File: src/rtl/ldst_mem_port.sv
// Load/store responder: runs one memory op per instruction on a req/ack bus,
// stalls the pipeline while it is outstanding and returns load data to writeback.
module ldst_mem_port #(
  parameter int DATA_W  = 16,
  parameter int ADDR_W  = 16,
  parameter int REG_W   = 3,
  parameter int TIMEOUT = 15
) (
  input  logic              clk,
  input  logic              reset,
  input  logic              i_ldst_rd,
  input  logic              i_ldst_wr,
  input  logic [ADDR_W-1:0] i_addr,
  input  logic [DATA_W-1:0] i_wdata,
  input  logic [REG_W-1:0]  i_dst,
  output logic              o_stall,
  output logic              o_mem_req,
  output logic              o_mem_we,
  output logic [ADDR_W-1:0] o_mem_addr,
  output logic [DATA_W-1:0] o_mem_wdata,
  input  logic              i_mem_ack,
  input  logic [DATA_W-1:0] i_mem_rdata,
  output logic              o_wb_valid,
  output logic [DATA_W-1:0] o_wb_data,
  output logic [REG_W-1:0]  o_wb_dst,
  output logic              o_err
);

  // state | meaning: IDLE wait for strobe | REQ request on bus | DONE writeback, release stall
  typedef enum logic [1:0] {IDLE, REQ, DONE} state_t;

  localparam int CNT_W = (TIMEOUT > 1) ? $clog2(TIMEOUT) : 1;

  state_t              state_q, state_d;
  logic [CNT_W-1:0]    cnt_q, cnt_d;
  logic                req_q, req_d;
  logic                we_q, we_d;
  logic [ADDR_W-1:0]   addr_q, addr_d;
  logic [DATA_W-1:0]   wdata_q, wdata_d;
  logic [REG_W-1:0]    dst_q, dst_d;
  logic                wb_valid_q, wb_valid_d;
  logic [DATA_W-1:0]   wb_data_q, wb_data_d;
  logic [REG_W-1:0]    wb_dst_q, wb_dst_d;
  logic                err_q, err_d;

  always_ff @(posedge clk or posedge reset) begin
    if (reset) begin
      state_q    <= IDLE;
      cnt_q      <= '0;
      req_q      <= 1'b0;
      we_q       <= 1'b0;
      addr_q     <= '0;
      wdata_q    <= '0;
      dst_q      <= '0;
      wb_valid_q <= 1'b0;
      wb_data_q  <= '0;
      wb_dst_q   <= '0;
      err_q      <= 1'b0;
    end else begin
      state_q    <= state_d;
      cnt_q      <= cnt_d;
      req_q      <= req_d;
      we_q       <= we_d;
      addr_q     <= addr_d;
      wdata_q    <= wdata_d;
      dst_q      <= dst_d;
      wb_valid_q <= wb_valid_d;
      wb_data_q  <= wb_data_d;
      wb_dst_q   <= wb_dst_d;
      err_q      <= err_d;
    end
  end

  always_comb begin
    state_d    = state_q;
    cnt_d      = cnt_q;
    req_d      = req_q;
    we_d       = we_q;
    addr_d     = addr_q;
    wdata_d    = wdata_q;
    dst_d      = dst_q;
    wb_valid_d = 1'b0;
    wb_data_d  = wb_data_q;
    wb_dst_d   = wb_dst_q;
    err_d      = err_q;
    o_stall    = 1'b0;
    case (state_q)
      IDLE: begin
        if (i_ldst_rd || i_ldst_wr) begin
          o_stall = 1'b1;
          addr_d  = i_addr;
          wdata_d = i_wdata;
          dst_d   = i_dst;
          we_d    = ~i_ldst_rd;
          cnt_d   = CNT_W'(TIMEOUT - 1);
          req_d   = 1'b1;
          state_d = REQ;
        end
      end
      REQ: begin
        o_stall = 1'b1;
        if (i_mem_ack) begin
          req_d   = 1'b0;
          state_d = DONE;
          if (!we_q) begin
            wb_valid_d = 1'b1;
            wb_data_d  = i_mem_rdata;
            wb_dst_d   = dst_q;
          end
        end else if (cnt_q == '0) begin
          // abort: ack never came; a load still retires with zero data
          err_d   = 1'b1;
          req_d   = 1'b0;
          state_d = DONE;
          if (!we_q) begin
            wb_valid_d = 1'b1;
            wb_data_d  = '0;
            wb_dst_d   = dst_q;
          end
        end else begin
          cnt_d = cnt_q - 1'b1;
        end
      end
      DONE: begin
        state_d = IDLE;
      end
      default: begin
        state_d = IDLE;
      end
    endcase
  end

  assign o_mem_req   = req_q;
  assign o_mem_we    = we_q;
  assign o_mem_addr  = addr_q;
  assign o_mem_wdata = wdata_q;
  assign o_wb_valid  = wb_valid_q;
  assign o_wb_data   = wb_data_q;
  assign o_wb_dst    = wb_dst_q;
  assign o_err       = err_q;

endmodule

File: config.mk
export PLATFORM = sky130hd
export DESIGN_NAME = ldst_mem_port
export DESIGN_NICKNAME = d
export VERILOG_FILES = /design/src/rtl/ldst_mem_port.sv
export SDC_FILE = /design/constraint.sdc
export NUM_CORES = 1
export LEC_CHECK = 0
export CORE_MARGIN = 8
export CORE_UTILIZATION = 37
export DETAILED_ROUTE_END_ITERATION = 10
export PLACE_DENSITY = 0.75
export SLEW_MARGIN = 20
export SYNTH_ARGS = -nofsm -noshare
export SYNTH_HDL_FRONTEND = slang
export SYNTH_SLANG_ARGS = --single-unit
File: constraint.sdc
create_clock -name clk -period 1.9 [get_ports clk]
set_input_delay 0.19 -clock clk [delete_from_list [all_inputs] [get_ports clk]]
set_output_delay 0.19 -clock clk [all_outputs]
set_load 0.1 [all_outputs]
==> impl_results.md <==
* F_max at 623 MHz
* CP cell instances: inv_1 -> ha_1 -> nor3b_4 -> o21ai_2 -> buf_4 -> a22o_1
* # setup viols final at 0
* Critical Path RT at 2100 ps
* Area grow syn2layout at 52.5%
* Detailed Place HPWL at 4.45 mm
* Die Y at 98.2 µm
* Final hold viol count at 0
* Remaining DRCs at 0
* Post-Synth XOR/XNOR Area at 0%
* Via count at 1770
* Outcome: complete, no violations
* Worst clock skew at 4.95 ps
* FP Rows at 30
* Synth cell types at 29
* Drt wl/cell at 15.7 µm
* RSZ-0062 raised after global routing: no
* GRT overflow at 0
* WS Path Type: flip-flop to flip-flop
* Final setup TNS at 0 ps
* Measured slew at the worst slew-check pin at 407 ps
* Leading cell type in the layout, fill and taps excluded: dfrtp_1
* Post-CTS setup buffer count at 0
* CP bufs+invs at 2
* CTS tree: yes
* Clock latency on the worst-skew pair at 320 ps
* Die width at 98.2 µm
* Worst slew margin at 72.8%
* Post-CTS sizing at 0
* CP max FO at 17
* Multiplexer area fraction after synthesis at 18.4%
* Layout cells sized above 1 at 42.4%
* # port buffers at 111
* Max_cap viols at 0
* CP arrival at 1810 ps
* Initial Utilization at 37.5%
* Fraction of registers with async set/reset at 100%
* Ant. Diodes at 0
* Die Area at 0.00965 mm²
* Vias in the first global route at 1928
* CTS clk-pin slew, worst paths at 70 ps
* Simple-gate portion of the synthesized area at 5.05%
* Final period util at 84.5%
* CP top delay family: flip-flops
* WL final at 5.80 mm
* Post-synth EDFFs at 0
* Hold_buf cts at 0
* Total GRT Usage at 12.3%
* Count of clock tree sinks at 64
* Synth Register Bits at 64
* Vias per cell at 4.78
* Syn nets at 221
* Post-route antenna net violation count at 0
* Most frequent cells in the layout: dfrtp_1 (64), buf_4 (60), clkdlybuf4s50_1 (55)
* Slowest Stage Delay on Critical Path at 410 ps
* Ys flop type: dfrtp_1
* YS warnings at 0
* Antenna violations before repair at 0
* Largest net degree at the start of global routing at 32
* Main combinational cell family by area after synthesis: multiplexers
* Drt first pass iters at 4
* Number of buffers created by CTS at 9
* H-tree lvl count at 3
* Slowest stage cell, crit path: dfrtp_1
* Min cycle time layout at 1600 ps
* Post-Syn Area at 0.00250 mm²
* Min-delay worst type: primary input to asynchronous set/reset pin
* Mapped Cells at 163
* Crit start category: flip-flop
* CTS max path bufs at 2
* Post-synthesis adder-cell area fraction at 1.00%
* Starting DRT DRC Count at 59
* Mapped Avg Cell Area at 15.4 µm²
* Io pins at 112
* Slew Limit Fails at 0
* Core area at 0.00668 mm²
* Clk root buf: clkbuf_8
* Sequential area share after synthesis at 64.0%
* Critical path capture point type: flip-flop
* Synth Area in Compound Gates at 8.50%
* First-pass GRT wire length at 9.38 mm
* Final Wtd Congestion at 0.744
* Post-layout net count at 344
final timing paths:
kind,from,to,slack (ps),depth (start not counted)
min in group clk,o_err,o_err,470,1
max in group asynchronous,reset,o_mem_wdata[13],1160,3
setup reg to reg,cnt_q[0],o_wb_data[14],300,6
hold reg to reg,o_err,o_err,470,1
setup / recovery,cnt_q[0],o_wb_data[14],300,6
hold / removal,reset,o_mem_wdata[2],180,2
routing by layer:
| layer | up-vias | wire length (µm) | GRT usage (%) |
|---|---|---|---|
| li1 | 832 | - | - |
| met1 | 862 | 2450 | 14.3 |
| met2 | 71 | 2670 | 18.0 |
| met3 | 5 | 624 | 6.69 |
| met4 | 0 | 54 | 6.02 |
| met5 | - | 0 | 0 |
final cells by class:
cell class                 instances  area (µm²)
tap                               80         100
timing repair buffer             119        1080
multi-input combinational         87         827
inverter                           5        18.8
fill                             572        2870
clock buffer                      11         141
sequential                        64        1600
clock inverter                     4        45.0
cell families (layout without fill, tap and decap cells):
group | count (synthesis) | after routing
adders and majority gates | 2 | 2
AOI/OAI and AO/OA | 25 | 25
buffers and inverters | 12 | 139
DFF | 64 | 64
muxes | 40 | 40
and+or+nand+nor | 20 | 20
worst register-to-register path: stages (launching register included):
cell,delay (ps)
dfrtp_1,410
inv_1,90
ha_1,150
nor3b_4,290
o21ai_2,110
buf_4,200
a22o_1,250
through the flow:
stage / area (µm²) / utilization [%] / hold slack (ps) / setup WS, ps / std cells
5_1_grt: 3810 / 57.1 / 208 / 239 / 370
4_1_cts: 3810 / 57.1 / 170 / 281 / 370
3_5_place_dp: 3630 / 54.3 / 458 / 212 / 355
6_report: 3810 / 57.1 / 177 / 295 / 370
2_1_floorplan: 2500 / - / 298 / 27.1 / 163
3_3_place_gp: 3630 / 54.3 / 452 / 247 / 355
flip-flops by register name, indices dropped and copies added (netlist names):
register and count:
o_wb_dst 3, state_q 2, o_mem_addr 16, cnt_q 4, o_err 1, o_mem_wdata 16
o_wb_valid 1, dst_q 3, o_mem_req 1, o_wb_data 16, o_mem_we 1
synth_stat cells (3+ instances only):
master   instances  area, µm²
inv_1            5       18.8
nor2_1           6       22.5
a22o_1          16        140
buf_6            3       33.8
mux2_4           3       45.0
dfrtp_1         64       1600
mux2_2          35        394
Power is left out: the tool's default activity adds up to more than one toggle a clock period on the data nets, which glitch-free logic cannot reach.
